--- src/rtl/axi_pkg.sv ---
// +-----------------------------------------------------------------------------
// | axi_pkg : shared response codes and FSM state types for axi_mem_slave
// | Revision: 1.0
// +-----------------------------------------------------------------------------
`default_nettype none

package axi_pkg;

  typedef enum logic [1:0] {
    OKAY   = 2'b00,
    SLVERR = 2'b10
  } resp_t;

  typedef enum logic {
    W_IDLE = 1'b0,
    W_RESP = 1'b1
  } wr_state_t;

  typedef enum logic [1:0] {
    R_IDLE = 2'b00,
    R_WAIT = 2'b01,
    R_DATA = 2'b10
  } rd_state_t;

endpackage

`default_nettype wire

--- src/rtl/axi_mem_array.sv ---
// +-----------------------------------------------------------------------------
// | axi_mem_array : DEPTH x DATA_W storage, byte-strobed write, registered read
// | Revision: 1.0
// +-----------------------------------------------------------------------------
`default_nettype none

module axi_mem_array #(
  parameter int DATA_W = 32,
  parameter int DEPTH  = 64,
  parameter int IDX_W  = $clog2(DEPTH),
  parameter int STRB_W = DATA_W / 8
) (
  input  logic              clk,
  input  logic              we,
  input  logic [IDX_W-1:0]  waddr,
  input  logic [DATA_W-1:0] wdata,
  input  logic [STRB_W-1:0] wstrb,
  input  logic              re,
  input  logic [IDX_W-1:0]  raddr,
  output logic [DATA_W-1:0] rdata
);

  logic [DATA_W-1:0] mem [DEPTH];

  // Both ports update on the same edge, so a colliding read sees the old word.
  always_ff @(posedge clk) begin
    if (re) begin
      rdata <= mem[raddr];
    end
    if (we) begin
      for (int b = 0; b < STRB_W; b++) begin
        if (wstrb[b]) begin
          mem[waddr][8*b +: 8] <= wdata[8*b +: 8];
        end
      end
    end
  end

endmodule

`default_nettype wire

--- src/rtl/axi_mem_slave.sv ---
// +-----------------------------------------------------------------------------
// | axi_mem_slave : AXI-style memory slave, independent write/read channels.
// | Optional macro AXI_SLVERR_EN: out-of-range accesses answer SLVERR.
// | Revision: 1.0
// +-----------------------------------------------------------------------------
`default_nettype none

module axi_mem_slave
  import axi_pkg::*;
#(
  parameter int DATA_W = 32,
  parameter int ADDR_W = 7,
  parameter int DEPTH  = 64,
  parameter int RD_LAT = 2
) (
  input  logic                clk,
  input  logic                reset,
  input  logic [ADDR_W-1:0]   aw_addr,
  input  logic                aw_valid,
  output logic                aw_ready,
  input  logic [DATA_W-1:0]   wdata,
  input  logic [DATA_W/8-1:0] wstrb,
  input  logic                wdata_valid,
  output logic                wdata_ready,
  output logic [1:0]          b_resp,
  output logic                b_valid,
  input  logic                b_ready,
  input  logic [ADDR_W-1:0]   ar_addr,
  input  logic                ar_valid,
  output logic                ar_ready,
  output logic [DATA_W-1:0]   rdata,
  output logic [1:0]          r_resp,
  output logic                rdata_valid,
  input  logic                rdata_ready
);

  localparam int IDX_W  = $clog2(DEPTH);
  localparam int STRB_W = DATA_W / 8;
  localparam logic [3:0] LAT_LAST = (RD_LAT == 0) ? 4'd0 : 4'(RD_LAT - 1);
`ifdef AXI_SLVERR_EN
  localparam bit SLVERR_EN = 1'b1;
`else
  localparam bit SLVERR_EN = 1'b0;
`endif

  // ---------------- write channel ----------------
  wr_state_t           wr_state, wr_next;
  logic                aw_held, w_held;
  logic [ADDR_W-1:0]   aw_addr_q;
  logic [DATA_W-1:0]   wdata_q;
  logic [STRB_W-1:0]   wstrb_q;
  logic                aw_hs, w_hs, commit, wr_err;
  logic [ADDR_W-1:0]   wr_addr;
  logic [DATA_W-1:0]   wr_data;
  logic [STRB_W-1:0]   wr_strb;
  resp_t               b_resp_q;

  always_ff @(posedge clk or posedge reset) begin
    if (reset) wr_state <= W_IDLE;
    else       wr_state <= wr_next;
  end

  always_comb begin
    wr_next     = wr_state;
    aw_ready    = 1'b0;
    wdata_ready = 1'b0;
    aw_hs       = 1'b0;
    w_hs        = 1'b0;
    commit      = 1'b0;
    case (wr_state)
      W_IDLE: begin
        aw_ready    = !aw_held;
        wdata_ready = !w_held;
        aw_hs       = aw_valid && !aw_held;
        w_hs        = wdata_valid && !w_held;
        commit      = (aw_held || aw_hs) && (w_held || w_hs);
        if (commit) wr_next = W_RESP;
      end
      W_RESP: begin
        if (b_ready) wr_next = W_IDLE;
      end
      default: wr_next = W_IDLE;
    endcase
  end

  // The last half of the pair to arrive is taken straight from the bus.
  assign wr_addr = aw_held ? aw_addr_q : aw_addr;
  assign wr_data = w_held  ? wdata_q   : wdata;
  assign wr_strb = w_held  ? wstrb_q   : wstrb;
  assign wr_err  = SLVERR_EN && (32'(wr_addr) >= 32'(DEPTH));

  always_ff @(posedge clk or posedge reset) begin
    if (reset) begin
      aw_held  <= 1'b0;
      w_held   <= 1'b0;
      b_resp_q <= OKAY;
    end else if (commit) begin
      aw_held  <= 1'b0;
      w_held   <= 1'b0;
      b_resp_q <= wr_err ? SLVERR : OKAY;
    end else begin
      if (aw_hs) aw_held <= 1'b1;
      if (w_hs)  w_held  <= 1'b1;
    end
  end

  always_ff @(posedge clk) begin
    if (aw_hs) aw_addr_q <= aw_addr;
    if (w_hs) begin
      wdata_q <= wdata;
      wstrb_q <= wstrb;
    end
  end

  assign b_valid = (wr_state == W_RESP);
  assign b_resp  = b_resp_q;

  // ---------------- read channel ----------------
  rd_state_t           rd_state, rd_next;
  logic [3:0]          wait_cnt;
  logic [IDX_W-1:0]    ar_idx_q, rd_idx;
  logic                rd_err_q, ar_err, rd_sample;
  logic [DATA_W-1:0]   mem_q;
  resp_t               r_resp_q;

  assign ar_err = SLVERR_EN && (32'(ar_addr) >= 32'(DEPTH));

  always_ff @(posedge clk or posedge reset) begin
    if (reset) rd_state <= R_IDLE;
    else       rd_state <= rd_next;
  end

  always_comb begin
    rd_next   = rd_state;
    ar_ready  = 1'b0;
    rd_sample = 1'b0;
    rd_idx    = ar_idx_q;
    case (rd_state)
      R_IDLE: begin
        ar_ready = 1'b1;
        if (ar_valid) begin
          if (RD_LAT == 0) begin
            rd_sample = 1'b1;
            rd_idx    = ar_addr[IDX_W-1:0];
            rd_next   = R_DATA;
          end else begin
            rd_next = R_WAIT;
          end
        end
      end
      R_WAIT: begin
        if (wait_cnt == LAT_LAST) begin
          rd_sample = 1'b1;
          rd_next   = R_DATA;
        end
      end
      R_DATA: begin
        if (rdata_valid && rdata_ready) rd_next = R_IDLE;
      end
      default: rd_next = R_IDLE;
    endcase
  end

  // Memory output is registered on the sample edge; it reaches the bus one edge later.
  always_ff @(posedge clk or posedge reset) begin
    if (reset) begin
      wait_cnt    <= 4'd0;
      ar_idx_q    <= '0;
      rd_err_q    <= 1'b0;
      rdata_valid <= 1'b0;
      rdata       <= '0;
      r_resp_q    <= OKAY;
    end else begin
      if (rd_state == R_IDLE && ar_valid) begin
        ar_idx_q <= ar_addr[IDX_W-1:0];
        rd_err_q <= ar_err;
      end
      wait_cnt <= (rd_state == R_WAIT) ? wait_cnt + 4'd1 : 4'd0;
      if (rd_state == R_DATA && !rdata_valid) begin
        rdata_valid <= 1'b1;
        rdata       <= rd_err_q ? '0 : mem_q;
        r_resp_q    <= rd_err_q ? SLVERR : OKAY;
      end else if (rdata_valid && rdata_ready) begin
        rdata_valid <= 1'b0;
      end
    end
  end

  assign r_resp = r_resp_q;

  axi_mem_array #(
    .DATA_W (DATA_W),
    .DEPTH  (DEPTH),
    .IDX_W  (IDX_W),
    .STRB_W (STRB_W)
  ) u_mem (
    .clk   (clk),
    .we    (commit && !wr_err),
    .waddr (wr_addr[IDX_W-1:0]),
    .wdata (wr_data),
    .wstrb (wr_strb),
    .re    (rd_sample),
    .raddr (rd_idx),
    .rdata (mem_q)
  );

endmodule

`default_nettype wire
--- config.mk ---
export PLATFORM = sky130hd
export DESIGN_NAME = axi_mem_slave
export DESIGN_NICKNAME = d
export VERILOG_FILES = /design/src/rtl/axi_pkg.sv /design/src/rtl/axi_mem_array.sv /design/src/rtl/axi_mem_slave.sv
export SDC_FILE = /design/constraint.sdc
export NUM_CORES = 2
export LEC_CHECK = 0
export CAP_MARGIN = 20
export CORE_MARGIN = 2
export CORE_UTILIZATION = 50
export DETAILED_ROUTE_END_ITERATION = 6
export PLACE_DENSITY_LB_ADDON = 0.08
export SETUP_SLACK_MARGIN = 0.02
export SYNTH_ARGS = -nofsm -noshare
export SYNTH_HDL_FRONTEND = slang
export SYNTH_SLANG_ARGS = --single-unit
--- constraint.sdc ---
create_clock -name clk -period 2.81 [get_ports clk]
set_input_delay 0.562 -clock clk [delete_from_list [all_inputs] [get_ports clk]]
set_output_delay 0.562 -clock clk [all_outputs]
set_load 0.05 [all_outputs]
Word-level counts from Yosys, hierarchy flattened:

Memory sizes are Yosys's and may differ from the RTL's. A register that Yosys moved wholly into a read port is not among the register bits.
Cells that the tools add are included.

* register bits: 90
* bits in latches: 0
* memory bits (writable): 2048
* ROM bits: 0
* input port bits: 57
* output and inout port bits: 41
* memories: 1

* $add $sub $neg: 1
* multipliers: 0
* divide/modulo/power cells: 0
* magnitude comparators: 0
* equal/unequal tests: 6
* shift operators: 0
* mux-type cells: 37
* bitwise gates (word level): 1
* reductions and logical operators: 16

Memory list
* u_mem.mem: depth 64, bits a word 32, rd ports 1, clocked after memory_dff 1, write ports 1, RTL line axi_mem_array.sv:23 `logic [DATA_W-1:0] mem [DEPTH];`

Operator list (number)
* 32-bit two-way mux: 1
* 1-bit two-way mux: 28
* 4-bit two-way mux: 2
* 1-bit logical AND: 6
* 2-bit two-way mux: 3
* 6-bit two-way mux: 1
* 2-bit inequality test (second input constant): 3
* 2-bit one-hot mux with 3 select lines: 1
* 2-bit nonzero test: 3
* 4-bit by 1-bit adder with 4-bit output (second input constant): 1
* 4-bit by 1-bit == test with 1-bit output (second input constant): 1
* 1-bit logical NOT: 3
* 3-bit AND reduction: 1
* 2-bit by 1-bit == test with 1-bit output (second input constant): 1
* 2-bit == test (second input constant): 1
* 2-bit logical NOT: 1
* 1-bit logical OR: 2
* 1-bit one-hot mux with 2 select lines: 1
* 1-bit inverter: 1

Longest topological paths before layout:

* depth in word-level cells: 7
* depth in mapped cells: 9
* gate-level depth less buffers: 5

Modules after synthesis:

A second synthesis with hierarchy kept.

* cells, all modules: 3794
* area total of the unflattened synthesis: 83790.4 µm²

By module, submodules not included
* axi_mem_array: instances 1, cells each 3576, area each 80091.8 µm², seq. area each 62459.9 µm²
* axi_mem_slave: instances 1, cells each 218, area each 3698.5 µm², seq. area each 2462.4 µm²

Worst setup path before layout:

OpenSTA, ideal clock, no wires.

* path kind: register to register
* from: reg wr_state (netlist: b_valid)
* to: reg wdata_q[0] (enable)
* library setup time: 0.397 ns
* data arrival time: 2.369 ns
* data required time: 2.413 ns
* slack: 0.044 ns
* stages on the path, launching flop included: 3
* path buffers: 0
* period minus slack after synthesis: 2.766 ns
* path through: dfrtp_1 -> nor2_1 -> and2_1

* cells in the longest elaborated chain, start to end: 1

Ends and longest elaborated chain
* start: declaration: RTL line axi_mem_slave.sv:47 `wr_state_t wr_state, wr_next;`
* start signal: assignment: RTL line axi_mem_slave.sv:60 `else wr_state <= wr_next;`
* 1-bit two-way mux: RTL line axi_mem_slave.sv:70 `case (wr_state)`
* named net w_hs: RTL line axi_mem_slave.sv:52 `logic aw_hs, w_hs, commit, wr_err;`
* end signal: assignment: RTL line axi_mem_slave.sv:110 `wdata_q <= wdata;`
* end: declaration: RTL line axi_mem_slave.sv:50 `logic [DATA_W-1:0] wdata_q;`

The timed path passes the listed nets, and every way through them passes these cells.
A chain may end at the register's enable or synchronous reset.

==> qor.yml <==
cells_and_area:
  fin_nets: 4871
  layout_common_cells: "edfxtp_1 (2122), buf_4 (653), mux4_2 (453)"
  area_growth_pct: 20.22
  drive_above_1_share_pct: 34.15
  final_common_cell: "edfxtp_1"
yosys:
  synthTopCellsByArea: "edfxtp_1 (76%), mux4_2 (12%), mux2i_1 (2.0%)"
  avgSynthCellArea_um2: 21.09
  synthDistinctLibCells: 51
  synth_top_area_share_pct: 76.21
  yosys.area_share.simple_pct: 2.687
  async_flop_share_pct: 2.212
  synth_edf_count: 2122
  synth_cells: 3965
  ys_ff_latch: 2170
  synth_top_family_by_area: "multiplexers"
  yosys.area.top_type: "edfxtp_1"
  synthAdderAreaFrac_pct: 0.02993
  synth_warnings: 0
  synth-seq-area-share_pct: 77.64
  synth_ff_type: "edfxtp_1"
  synth_compound_area_share_pct: 3.044
  syn_area_um2: 83620
  synthXorXnorAreaFrac_pct: 0.02095
  synth_mux_area_share_pct: 15.20
pwr:
  power_leakage_nw: 33.10
  p_per_area_nw_per_um2: 1038
  peakVddDrop_v: 0.0008993
  finalPower_w: 0.1043
worst_setup_path:
  path_class: "reg2reg"
  worstPathCellList: "buf_12 -> buf_12 -> clkbuf_16 -> buf_4 -> mux4_2 -> a22oi_1 -> a21oi_1 -> a221o_1"
  crit_top_cell: "buf_12"
  cp_max_fo: 5
  arrival_ps: 3360
  critPathSlowestCell: "dfrtp_4"
  cp-end-kind: "flip-flop"
  required_ps: 3390
  start_kind: "flip-flop"
  cpPeakStageDelay_ps: 550
timing:
  timing.fmax_mhz: 359.6
  hold_violations: 0
  min_period_over_period_pct: 98.96
  finalClockSkew_ps: 33.09
  relSlewSlack_pct: 39.46
  rsz0062_at_grt: "yes"
  fin_crit_ps: 2781
  maxSlewViolCount: 0
  holdWs_ps: 280.3
  setup_viol: 0
  worst_slew_pin_slew_ps: 908.1
detailed_routing:
  drc_errors: 0
  drt-pass1-iter-count: 6
  wl_per_cell_um: 32.57
  antenna_left: 0
  num_vias: 44170
  drt_iter0_markers: 5549
  viasPerCell: 6.134
  routed_wl_um: 234600
global_route:
  grt_pass1_wl_um: 328400
  overflow: 0
  grt_use_total_pct: 27.67
  antenna_found_initial: 11
  grt_max_degree: 65
  first_global_vias: 43160
clocking:
  path_clk_slew_ps: 60
  root_buffer: "clkbuf_16"
  cts_tree: "done"
  clock_sinks: 2170
  cts_buffer_depth: 3
  cts_buffers: 218
  clk_latency_ps: 870
  h-tree-depth: 4
placement:
  hpwl_um: 153600
  port_buffers: 91
  gp_congestion: 0.8513
run_status:
  run_status: "finished, final reports clean"
floorplanning:
  rows: 150
  ioPinCount: 98
  die_h_um: 412.9
  core_area_um2: 166700
  die-area_um2: 170500
  die_x_um: 412.9
  initial_utilization_pct: 50.17
flow_run:
  cap_violations: 0
min_path:
  hp-class: "in2reg"
## per-stage QoR
step | setup TNS [ps] | std cells | util, % | instance area, um2 | setup WS [ps]
after floorplan | 0 | 3968 | - | 83630 | 44.01
after global placement | -357260 | 6763 | 55.72 | 92860 | -695.5
after detailed placement | -323880 | 6763 | 55.72 | 92860 | -701.3
after CTS | -377.5 | 7173 | 60.07 | 100100 | -26.31
after global routing | 0 | 7196 | 60.31 | 100500 | 17.39
final | 0 | 7201 | 60.32 | 100500 | 29.25
## Yosys cell counts, drive strengths merged (8+ instances only)
master and number:
a211oi 23, a22oi 152, a31oi 25, and2 19, and3 21, and4 8, buf 141, clkbuf 88
dfrtp 48, edfxtp 2122, mux2 77, mux2i 164, mux4 453, nand2 75, nand2b 13, nand3 46
nor2 293, nor2b 23, o211ai 18, o21ai 26, o221ai 36, o22ai 47
## logic make-up after synthesis
group,after synthesis
AOI/OAI and AO/OA,351
xor gates and xnor gates,2
adders and majority gates,2
buffers and inverters,234
DFF,2170
muxes,694
other,1
and+or+nand+nor,511
## worst paths after layout
kind,slack [ps],start,depth (start not counted),endpoint
worst min-delay path,280,wdata[7],1,wdata_q[7]
worst max register to register,30,ar_idx_q[0],8,u_mem.rdata[26]
worst max-delay path,30,ar_idx_q[0],8,u_mem.rdata[26]
worst min register to register,480,u_mem.rdata[24],1,rdata[24]
max in group asynchronous,1550,reset,4,w_held
min in group asynchronous,560,reset,3,rdata[1]
## layout make-up
class,instances,area (um2)
fill,12100,66130
inverter,5,20.02
timing repair buffer,853,8001
clock buffer,274,5779
antenna,5,12.51
sequential,2170,64940
multi-input combinational,1564,17960
clock inverter,126,1049
tap,2204,2758
## state kept, by name, summed over array words and instances, names as in the netlist
signal,count
wstrb_q,4
b_valid,1
rdata_valid,1
rd_state,2
u_mem.rdata,32
wait_cnt,4
ar_idx_q,6
wdata_q,32
u_mem.mem,2048
aw_held,1
rdata,32
w_held,1
aw_addr_q,6
## power by group
group | leakage, nW | internal, W | switching [W]
Sequential | 19.7 | 0.0395 | 0.000591
Clock | 3.36 | 0.0158 | 0.0121
Combinational | 10.1 | 0.0146 | 0.0217
## critical path, delay by kind of cell (launching register included)
kind / cells / cell delay [ps]
buffers and inverters: 4 / 630
muxes: 1 / 460
DFF: 1 / 550
AOI/OAI and AO/OA: 3 / 850
## per-layer routing
| metal | share of wire (%) | global-route usage [%] |
|---|---|---|
| met1 | 43 | 41.51 |
| met2 | 46 | 42.01 |
| met3 | 9.0 | 5.663 |
| met4 | 2.2 | 6.796 |
| met5 | 0.0064 | 0 |
## timing repair
item                       CTS  global route
pin swaps                    1             6
gates resized for setup     72            39
hold endpoints to repair    18             0
setup endpoints to repair  329           147
setup buffers                7            22
gates cloned                 2             2
hold buffers                 1             0
(Power assumes the default switching activity.)
